**config.mk**
```make
export PLATFORM = sky130hd
export DESIGN_NAME = cv32e40p_tmr_fault_monitor
export DESIGN_NICKNAME = d
export VERILOG_FILES = /design/src/rtl/cv32e40p_pkg.sv /design/src/rtl/cv32e40p_tmr_err_counter.sv /design/src/rtl/cv32e40p_tmr_fault_monitor.sv
export SDC_FILE = /design/constraint.sdc
export NUM_CORES = 1
export LEC_CHECK = 0
export CORE_MARGIN = 4
export CORE_UTILIZATION = 40
export CTS_BUF_LIST = sky130_fd_sc_hd__clkbuf_16
export DETAILED_ROUTE_END_ITERATION = 6
export MAX_ROUTING_LAYER = met4
export PLACE_DENSITY = 0.66
export SETUP_SLACK_MARGIN = 0.05
export SLEW_MARGIN = 20
export SYNTH_ARGS = -nofsm -noshare
export SYNTH_HDL_FRONTEND = slang
export SYNTH_SLANG_ARGS = --single-unit
export TNS_END_PERCENT = 100
```
**constraint.sdc**
```tcl
create_clock -name clk -period 5.6 [get_ports clk]
set_input_delay 1.12 -clock clk [delete_from_list [all_inputs] [get_ports clk]]
set_output_delay 1.12 -clock clk [all_outputs]
set_load 0.02 [all_outputs]
```
**src/rtl/cv32e40p_pkg.sv**
```systemverilog
// Shared types and defaults for the cv32e40p fault-tolerant execution units.
// Holds the TMR mode encoding and the helpers that derive it from the fault vector.
package cv32e40p_pkg;

    typedef enum logic [1:0] {
        TMR_FULL     = 2'b00,
        TMR_DEGRADED = 2'b01,
        TMR_FAILED   = 2'b10
    } tmr_mode_e;

    localparam int unsigned TMR_THRESHOLD_DEFAULT = 32'd100;
    localparam int unsigned TMR_LEAK_DEFAULT      = 32'd2;

    function automatic logic [1:0] tmr_popcount3(input logic [2:0] v);
        return {1'b0, v[0]} + {1'b0, v[1]} + {1'b0, v[2]};
    endfunction

    function automatic tmr_mode_e tmr_mode_decode(input logic [2:0] faulty);
        tmr_mode_e m;
        case (tmr_popcount3(faulty))
            2'd0:    m = TMR_FULL;
            2'd1:    m = TMR_DEGRADED;
            default: m = TMR_FAILED;
        endcase
        return m;
    endfunction

endpackage

```
**src/rtl/cv32e40p_tmr_err_counter.sv**
```systemverilog
// Leaky-bucket error counter for one TMR replica with a sticky fault latch.
// Once latched faulty the counter is frozen until clear_i or reset.
module cv32e40p_tmr_err_counter #(
    parameter int unsigned CNT_W     = 8,
    parameter int unsigned THRESHOLD = 100,
    parameter int unsigned LEAK      = 2
) (
    input  logic             clk,
    input  logic             rst_n,
    input  logic             clear_i,
    input  logic             update_i,
    input  logic             mism_i,
    output logic [CNT_W-1:0] count_o,
    output logic             faulty_o,
    output logic             event_o
);

    localparam logic [CNT_W-1:0] LP_CNT_MAX = {CNT_W{1'b1}};
    localparam logic [CNT_W-1:0] LP_CNT_ONE = {{(CNT_W-1){1'b0}}, 1'b1};

    logic [CNT_W-1:0] r_cnt;
    logic             r_faulty;
    logic             r_event;
    logic [CNT_W-1:0] w_cnt_nxt;
    logic             w_cross;

    // Saturating increment on mismatch, floor-at-zero leak otherwise
    always_comb begin
        w_cnt_nxt = r_cnt;
        w_cross   = 1'b0;
        if (update_i && !r_faulty) begin
            if (mism_i) begin
                if (r_cnt != LP_CNT_MAX) begin
                    w_cnt_nxt = r_cnt + LP_CNT_ONE;
                end else begin
                    w_cnt_nxt = r_cnt;
                end
            end else begin
                if (32'(r_cnt) >= LEAK) begin
                    w_cnt_nxt = r_cnt - CNT_W'(LEAK);
                end else begin
                    w_cnt_nxt = '0;
                end
            end
            w_cross = (32'(w_cnt_nxt) >= THRESHOLD);
        end else begin
            w_cnt_nxt = r_cnt;
            w_cross   = 1'b0;
        end
    end

    // Counter, sticky fault flag and single-cycle rise event
    always_ff @(posedge clk or negedge rst_n) begin
        if (!rst_n) begin
            r_cnt    <= '0;
            r_faulty <= 1'b0;
            r_event  <= 1'b0;
        end else if (clear_i) begin
            r_cnt    <= '0;
            r_faulty <= 1'b0;
            r_event  <= 1'b0;
        end else begin
            r_cnt    <= w_cnt_nxt;
            r_faulty <= r_faulty | w_cross;
            r_event  <= w_cross;
        end
    end

    assign count_o  = r_cnt;
    assign faulty_o = r_faulty;
    assign event_o  = r_event;

endmodule

```
**src/rtl/cv32e40p_tmr_fault_monitor.sv**
```systemverilog
// TMR voter with per-replica permanent-fault tracking; degrades from full TMR
// to duplex to failed as replicas are latched faulty.
module cv32e40p_tmr_fault_monitor
    import cv32e40p_pkg::*;
#(
    parameter int unsigned WIDTH     = 32,
    parameter int unsigned CNT_W     = 8,
    parameter int unsigned THRESHOLD = TMR_THRESHOLD_DEFAULT,
    parameter int unsigned LEAK      = TMR_LEAK_DEFAULT
) (
    input  logic                  clk,
    input  logic                  rst_n,
    input  logic [2:0]            enable_i,
    input  logic [2:0][WIDTH-1:0] data_i,
    input  logic                  clear_i,
    output logic [WIDTH-1:0]      voted_o,
    output logic                  err_detected_o,
    output logic                  err_corrected_o,
    output logic                  err_uncorrectable_o,
    output logic [2:0]            faulty_o,
    output logic [2:0]            perf_event_o,
    output tmr_mode_e             mode_o,
    output logic [2:0][CNT_W-1:0] count_o
);

    if ((THRESHOLD < 32'd1) || (THRESHOLD > ((32'd1 << CNT_W) - 32'd1))) begin : g_thr_check
        $fatal(1, "cv32e40p_tmr_fault_monitor: THRESHOLD must lie in 1..2^CNT_W-1");
    end

    logic [WIDTH-1:0]      w_maj;
    logic [WIDTH-1:0]      w_lo;
    logic [WIDTH-1:0]      w_hi;
    logic [WIDTH-1:0]      w_voted;
    logic [2:0]            w_faulty;
    logic [2:0]            w_event;
    logic [2:0]            w_mism;
    logic [2:0]            w_update;
    logic [2:0][CNT_W-1:0] w_count;
    logic                  w_det;
    logic                  w_cor;
    logic                  w_unc;
    tmr_mode_e             w_mode;

    assign w_maj  = (data_i[0] & data_i[1]) | (data_i[0] & data_i[2]) | (data_i[1] & data_i[2]);
    assign w_mode = tmr_mode_decode(w_faulty);

    // Lowest healthy replica (a) and the second healthy one (b) for duplex mode
    always_comb begin
        w_lo = data_i[0];
        if (!w_faulty[0]) begin
            w_lo = data_i[0];
        end else if (!w_faulty[1]) begin
            w_lo = data_i[1];
        end else if (!w_faulty[2]) begin
            w_lo = data_i[2];
        end else begin
            w_lo = data_i[0];
        end
        if (w_faulty == 3'b100) begin
            w_hi = data_i[1];
        end else begin
            w_hi = data_i[2];
        end
    end

    // Voting, error classification and counter update gating per mode
    always_comb begin
        w_voted  = w_maj;
        w_det    = 1'b0;
        w_cor    = 1'b0;
        w_unc    = 1'b0;
        w_mism   = 3'b000;
        w_update = 3'b000;
        case (w_mode)
            TMR_FULL: begin
                w_voted = w_maj;
                for (int i = 0; i < 3; i++) begin
                    w_mism[i] = (data_i[i] != w_maj);
                end
                w_det    = |w_mism;
                w_cor    = |w_mism;
                w_update = enable_i & ~w_faulty;
            end
            TMR_DEGRADED: begin
                // Disagreement cannot be attributed to either survivor
                w_voted = w_lo;
                if (w_lo != w_hi) begin
                    w_det = 1'b1;
                    w_unc = 1'b1;
                end else begin
                    w_det = 1'b0;
                    w_unc = 1'b0;
                end
            end
            TMR_FAILED: begin
                w_voted = w_lo;
                w_unc   = 1'b1;
            end
            default: begin
                w_voted = w_lo;
                w_unc   = 1'b1;
            end
        endcase
    end

    for (genvar g = 0; g < 3; g++) begin : g_cnt
        cv32e40p_tmr_err_counter #(
            .CNT_W     (CNT_W),
            .THRESHOLD (THRESHOLD),
            .LEAK      (LEAK)
        ) u_cnt (
            .clk      (clk),
            .rst_n    (rst_n),
            .clear_i  (clear_i),
            .update_i (w_update[g]),
            .mism_i   (w_mism[g]),
            .count_o  (w_count[g]),
            .faulty_o (w_faulty[g]),
            .event_o  (w_event[g])
        );
    end

    assign voted_o             = w_voted;
    assign err_detected_o      = w_det;
    assign err_corrected_o     = w_cor;
    assign err_uncorrectable_o = w_unc;
    assign faulty_o            = w_faulty;
    assign perf_event_o        = w_event;
    assign mode_o              = w_mode;
    assign count_o             = w_count;

endmodule

```
==> results.json, run 1 <==
{
  "io_pins": 169,
  "fin_crit_sh": 0.969,
  "top_layer_used": "met4",
  "vias_per_cell": 6.53,
  "async_reset_ff_frac": 1.00,
  "die_w_um": 142,
  "switching_share": 0.543,
  "cts_tree": "built",
  "clkLatencyLatePin_ns": 0.28,
  "hold_slack_ns": 0.587,
  "totalWireLength_um": 27100,
  "yosysSeqAreaShare": 0.105,
  "p_comb_frac": 0.810,
  "ys_ff_latch": 30,
  "syn_inst": 1054,
  "rows": 48,
  "cp-start-kind": "primary input",
  "grt_remaining_overflow": 0,
  "cts_max_level": 2,
  "vias": 8647,
  "drv_cap": 0,
  "clock-sinks": 30,
  "syn_to_final_growth_pct": 23.6,
  "rsz0062_at_grt": "false",
  "power_switching_w": 0.00201,
  "clk_pin_slew_ns": 0.05,
  "p_int_w": 0.00169,
  "yosysUniqueCellTypes": 68,
  "tightest_slew_ns": 0.844,
  "clockRootBuffer": "clkbuf_16",
  "clock.fmax_mhz": 184,
  "cp-end-kind": "output pin",
  "grt_pass1_wl_um": 41600,
  "cts_buffers": 5,
  "pwr-share-seq": 0.107,
  "first_pass_iters": 5,
  "power_per_cell_area_nw_per_um2": 420,
  "drt_iter0_markers": 1043,
  "status": "finished clean",
  "report.final.slew_viol_count": 0,
  "hpwl_um": 19500,
  "cp.required_ns": 4.48,
  "seq_area_um2": 752,
  "core_um2": 17400,
  "nets": 1213,
  "worstSetupPathType": "primary input to output pin",
  "hold_viol": 0,
  "antenna_left": 0,
  "power_leakage_nw": 3.35,
  "ctsLongestPathBuffers": 2,
  "min_period_ns": 5.43,
  "gp_congestion": 0.907,
  "io_buffer_count": 168,
  "multiInputGateArea_um2": 5650,
  "fp.dieArea_um2": 20000,
  "clock_skew_ns": 0.00418,
  "syn_area_um2": 7130,
  "antenna_found_initial": 1,
  "yosysWarnings": 0,
  "pwr-share-clk": 0.083,
  "vdd_drop_max_mv": 0.350,
  "setup_viol": 0,
  "die_h_um": 142,
  "synth_edf_count": 0,
  "dr_wl_met2_um": 12200,
  "initial_core_util": 0.411,
  "grt.total_usage": 0.261,
  "hold_path.class": "flip-flop to flip-flop",
  "setup_tns_ns": 0,
  "holdBufCountCts": 0,
  "drive_gt1_frac": 0.0519,
  "fill_cells": 1695,
  "grt_max_degree": 72,
  "wl_per_cell_um": 20.4,
  "max_slew_margin": 0.438,
  "crit_arrival_ns": 4.31,
  "met3_length_um": 2490,
  "synth_fp_nets": 1169,
  "syn_area_per_cell_um2": 6.77,
  "ys_dominant_reg_cell": "dfrtp_1",
  "m1WireLength_um": 11800,
  "drcViolationCount": 0,
  "grt_pass1_vias": 7308,
  "worstPathMaxFanout": 10
}
flip-flops by register name, indices dropped and copies added (netlist names):
signal	cells
g_cnt.u_cnt.count_o	24
g_cnt.u_cnt.event_o	3
g_cnt.u_cnt.faulty_o	3
cells in the mapped netlist (23+ instances only):
master,number,share of area
nor4_1,37,0.032
xor2_1,32,0.039
o21a_1,33,0.035
nor2_1,40,0.021
buf_2,29,0.020
o22ai_1,79,0.069
o21ai_0,82,0.058
a21oi_1,78,0.055
nand4_1,23,0.020
nor3b_1,62,0.065
o221ai_1,35,0.043
a22oi_1,34,0.036
dfrtp_1,30,0.11
nand2_1,73,0.038
o22a_1,31,0.038
and3b_1,62,0.076
clkbuf_1,112,0.059
stage by stage:
step	worst slack, ns	util	area (µm²)	instances	power (W)
2_1_floorplan	1.12	-	7130	1054	0.00228
3_3_place_gp	0.0277	0.498	8640	1316	0.00332
3_5_place_dp	0.179	0.498	8640	1316	0.00334
4_1_cts	0.173	0.507	8800	1324	0.00368
5_1_grt	0.101	0.508	8810	1325	0.00396
6_report	0.175	0.508	8810	1325	0.00370
power groups by stage:
stage | combinational, W | sequential [W] | clock (W)
floorplan | 0.00188 | 0.000404 | 0
global placement | 0.00293 | 0.000397 | 0
detailed placement | 0.00294 | 0.000397 | 0
CTS | 0.00297 | 0.000395 | 0.000312
global route | 0.00322 | 0.000410 | 0.000321
finish | 0.00300 | 0.000396 | 0.000307
per-layer routing:
layer  vias up  GRT usage
li1       4126          -
met1      4073      0.368
met2       401      0.390
met3        47     0.0465
met4         0     0.0591
met5         -          -
worst paths after layout:
path | to | slack (ns) | cells past startpoint | start
max reg2reg | g_cnt[2].u_cnt.faulty_o$_DFF_PN0_ | 1.56 | 11 | g_cnt[0].u_cnt.faulty_o$_DFF_PN0_
min reg2reg | g_cnt[1].u_cnt.count_o[0]$_DFFE_PN0P_ | 0.59 | 2 | g_cnt[1].u_cnt.count_o[0]$_DFFE_PN0P_
min in group asynchronous | g_cnt[0].u_cnt.count_o[1]$_DFFE_PN0P_ | 1.23 | 2 | rst_n
min | g_cnt[1].u_cnt.count_o[0]$_DFFE_PN0P_ | 0.59 | 2 | g_cnt[1].u_cnt.count_o[0]$_DFFE_PN0P_
max in group asynchronous | g_cnt[1].u_cnt.faulty_o$_DFF_PN0_ | 4.05 | 2 | rst_n
max | err_detected_o | 0.17 | 8 | data_i[74]
cell type report:
class                   instances  area share
diodes                          1    0.000284
multi-input cells             846       0.641
clock inverters                 3     0.00454
flip-flops and latches         30      0.0853
inverters                      19     0.00809
repair buffers                196       0.215
well taps                     225      0.0319
clock buffers                   5      0.0142
cells by family (layout without fill, tap and decap cells):
| family | Yosys count | count (layout) | synth area share |
|---|---|---|---|
| xor+xnor | 34 | 34 | 0.0418 |
| flops | 30 | 30 | 0.105 |
| simple gates | 364 | 364 | 0.314 |
| mux | 8 | 8 | 0.0135 |
| fa+ha+maj | 13 | 13 | 0.0239 |
| compound gates | 427 | 427 | 0.396 |
| other cells | 0 | 1 | 0 |
| buf+inv | 178 | 223 | 0.105 |
cells in the final DEF (no fill, tap or decap), drive strengths merged, types with 6 or more instances in the layout:
cell	Yosys	final
buf	47	28
nand3	14	14
o22a	31	31
inv	18	19
o221ai	35	35
nor2	41	41
a21oi	78	78
xor2	32	32
dfrtp	30	30
nand2	73	73
a22oi	34	34
o21ai	82	82
o21a	33	33
nor3b	62	62
a21o	10	10
nand2b	6	6
and3	7	7
nor4	38	38
and3b	62	62
ha	12	12
o22ai	79	79
clkdlybuf4s50	0	168
nor3	15	15
a22o	8	8
nand4	23	23
what timing repair did:
item,4_1_cts,5_1_grt
setup buffers,0,0
endpoints found under the setup margin,0,1
gates resized for setup,0,1
critical path: stages:
cell             delay (ns)
clkdlybuf4s50_1        0.67
a221oi_1               0.16
o32ai_1                0.51
nand4_1                0.24
or4_1                  0.56
o221ai_2               0.32
nand3_1                0.16
clkdlybuf4s50_1        0.56
No activity file was read; power rests on OpenSTA's default activity.
==> run 2: changes to the inputs <==
--- a/config.mk
+++ b/config.mk
@@ -5,12 +5,14 @@
 export SDC_FILE = /design/constraint.sdc
 export NUM_CORES = 1
 export LEC_CHECK = 0
+export CELL_PAD_IN_SITES_DETAIL_PLACEMENT = 0
+export CELL_PAD_IN_SITES_GLOBAL_PLACEMENT = 1
 export CORE_MARGIN = 4
-export CORE_UTILIZATION = 40
+export CORE_UTILIZATION = 37
 export CTS_BUF_LIST = sky130_fd_sc_hd__clkbuf_16
 export DETAILED_ROUTE_END_ITERATION = 6
 export MAX_ROUTING_LAYER = met4
-export PLACE_DENSITY = 0.66
+export PLACE_DENSITY_LB_ADDON = 0.1
 export SETUP_SLACK_MARGIN = 0.05
 export SLEW_MARGIN = 20
 export SYNTH_ARGS = -nofsm -noshare
==> results.json, run 2 (synthesis gave the netlist of run 1 again) <==
{
  "grt_pass1_vias": 7577,
  "totalWireLength_um": 27900,
  "clk_pin_slew_ns": 0.04,
  "report.final.slew_viol_count": 0,
  "grt_pass1_wl_um": 43200,
  "vias_per_cell": 6.22,
  "hold_end": "g_cnt[1].u_cnt.count_o[0]$_DFFE_PN0P_",
  "vias": 8478,
  "diodes": 0,
  "hold_path.class": "flip-flop to flip-flop",
  "hold_path_startpoint": "g_cnt[1].u_cnt.count_o[0]$_DFFE_PN0P_",
  "rr_startpoint": "g_cnt[0].u_cnt.faulty_o$_DFF_PN0_",
  "mostFrequentLayoutCells": "clkdlybuf4s50_1, o21ai_0, o22ai_1, a21oi_1, nand2_1",
  "drive_gt1_frac": 0.0562,
  "first_pass_iters": 5,
  "cp-end-kind": "output pin",
  "drt_iter0_markers": 601,
  "grt_max_degree": 66,
  "io_pins": 169,
  "nets": 1219,
  "place_area_um2": 8740,
  "cp-start-kind": "primary input",
  "antenna_found_initial": 0,
  "clock.fmax_mhz": 183,
  "cts_buffers": 5,
  "rows": 50,
  "wl_per_cell_um": 20.5,
  "cts_max_level": 2,
  "drv_cap": 0,
  "stdcell_area_um2": 8880,
  "tightest_slew_ns": 1.05,
  "die_w_um": 147,
  "cts_setup_buffers": 0,
  "fin_crit_sh": 0.975,
  "cts_tree": "built",
  "cp.required_ns": 4.48,
  "gp_congestion": 0.883,
  "r2r-end": "g_cnt[1].u_cnt.event_o$_DFF_PN0_",
  "postLayoutSetupSlackWorst_ns": 0.139,
  "final_common_cell": "clkdlybuf4s50_1",
  "antenna_left": 0,
  "crit_arrival_ns": 4.34,
  "die_h_um": 147,
  "setup_viol": 0,
  "clockRootBuffer": "clkbuf_16",
  "clock-sinks": 30,
  "syn_to_final_growth_pct": 24.6,
  "power_per_cell_area_nw_per_um2": 409,
  "setup_tns_ns": 0,
  "p_total_w": 0.00363,
  "power_leakage_nw": 3.36,
  "hold_slack_ns": 0.589,
  "worstSetupPathType": "primary input to output pin",
  "min_period_ns": 5.46,
  "grt.total_usage": 0.251,
  "grt_use_met2": 0.381,
  "hold_viol": 0,
  "fill_cells": 1941,
  "max_slew_margin": 0.302,
  "pre_cts_ws_ns": 0.141,
  "met3_usage": 0.0336,
  "clkLatencyLatePin_ns": 0.28,
  "rsz0062_at_grt": "false",
  "r2r_slack_ns": 1.76,
  "core_um2": 18800,
  "io_buffer_count": 168,
  "ctsLongestPathBuffers": 2,
  "busiest_layer": "met2",
  "worstRegToRegCells": 11,
  "status": "finished clean",
  "min_delay_path_depth": 2,
  "vdd_drop_max_mv": 0.273,
  "drcViolationCount": 0,
  "hpwl_um": 20100,
  "grt_util_met1": 0.363,
  "fp.dieArea_um2": 21600,
  "worstPathMaxFanout": 11,
  "clock_skew_ns": 0.00733,
  "largest_register_ffs": 24,
  "initial_core_util": 0.379,
  "grt_remaining_overflow": 0
}
==> run 2: cell type report <==
class,count,area [µm²],area share
repair buffers,202,1950,0.219
inverters,19,71.3,0.00803
clock buffers,5,125,0.0141
multi-input cells,846,5660,0.637
flip-flops and latches,30,752,0.0846
well taps,260,325,0.0366
clock inverters,1,3.75,0.000422
==> run 2: per-layer routing <==
| layer | vias to the layer above | wire [µm] | share of wire |
|---|---|---|---|
| met5 | - | 0 | 0 |
| met2 | 294 | 12500 | 0.45 |
| met3 | 20 | 1770 | 0.064 |
| met1 | 4030 | 13300 | 0.48 |
| met4 | 0 | 276 | 0.0099 |
| li1 | 4134 | - | - |
==> run 2: worst max-delay path, cell delays in order <==
cell and delay [ns]:
clkdlybuf4s50_1 0.67, and3b_1 0.23, nor4_1 0.58, nand4_1 0.18
nor4_1 0.39, buf_4 0.20, nor2_1 0.06, nor2_1 0.26
nand3_1 0.11, clkdlybuf4s50_1 0.55
==> run 2: per-stage QoR <==
step / utilization / std cells
finish: 0.472 / 1363
global route: 0.472 / 1363
CTS: 0.471 / 1363
detailed placement: 0.464 / 1357
global placement: 0.464 / 1357
floorplan: - / 1054
==> run 2: repair_timing <==
item | CTS | global route
hold endpoints to repair | 0 | 0
setup endpoints to repair | 0 | 3
gates resized for setup | 0 | 2
hold buffers | 0 | 0
==> run 2: worst max-delay path by stage <==
stage | from | end | slack, ns | cells after the start
global placement | data_i[84] | err_detected_o | 0.12 | 10
finish | data_i[21] | err_detected_o | 0.14 | 10
CTS | data_i[83] | err_detected_o | 0.13 | 10
floorplan | g_cnt[0].u_cnt.faulty_o$_DFF_PN0_ | voted_o[13] | 1.12 | 12
detailed placement | data_i[83] | err_detected_o | 0.14 | 10
global route | data_i[21] | err_detected_o | 0.1 | 10
==> run 2: power breakdown <==
part	leakage (nW)	switching (W)	internal [W]	total, W
Sequential	0.411	0.000119	0.000274	0.000392
Combinational	2.88	0.00178	0.00122	0.00299
Clock	0.0632	0.0000902	0.000157	0.000248
Total	3.36	0.00199	0.00165	0.00363
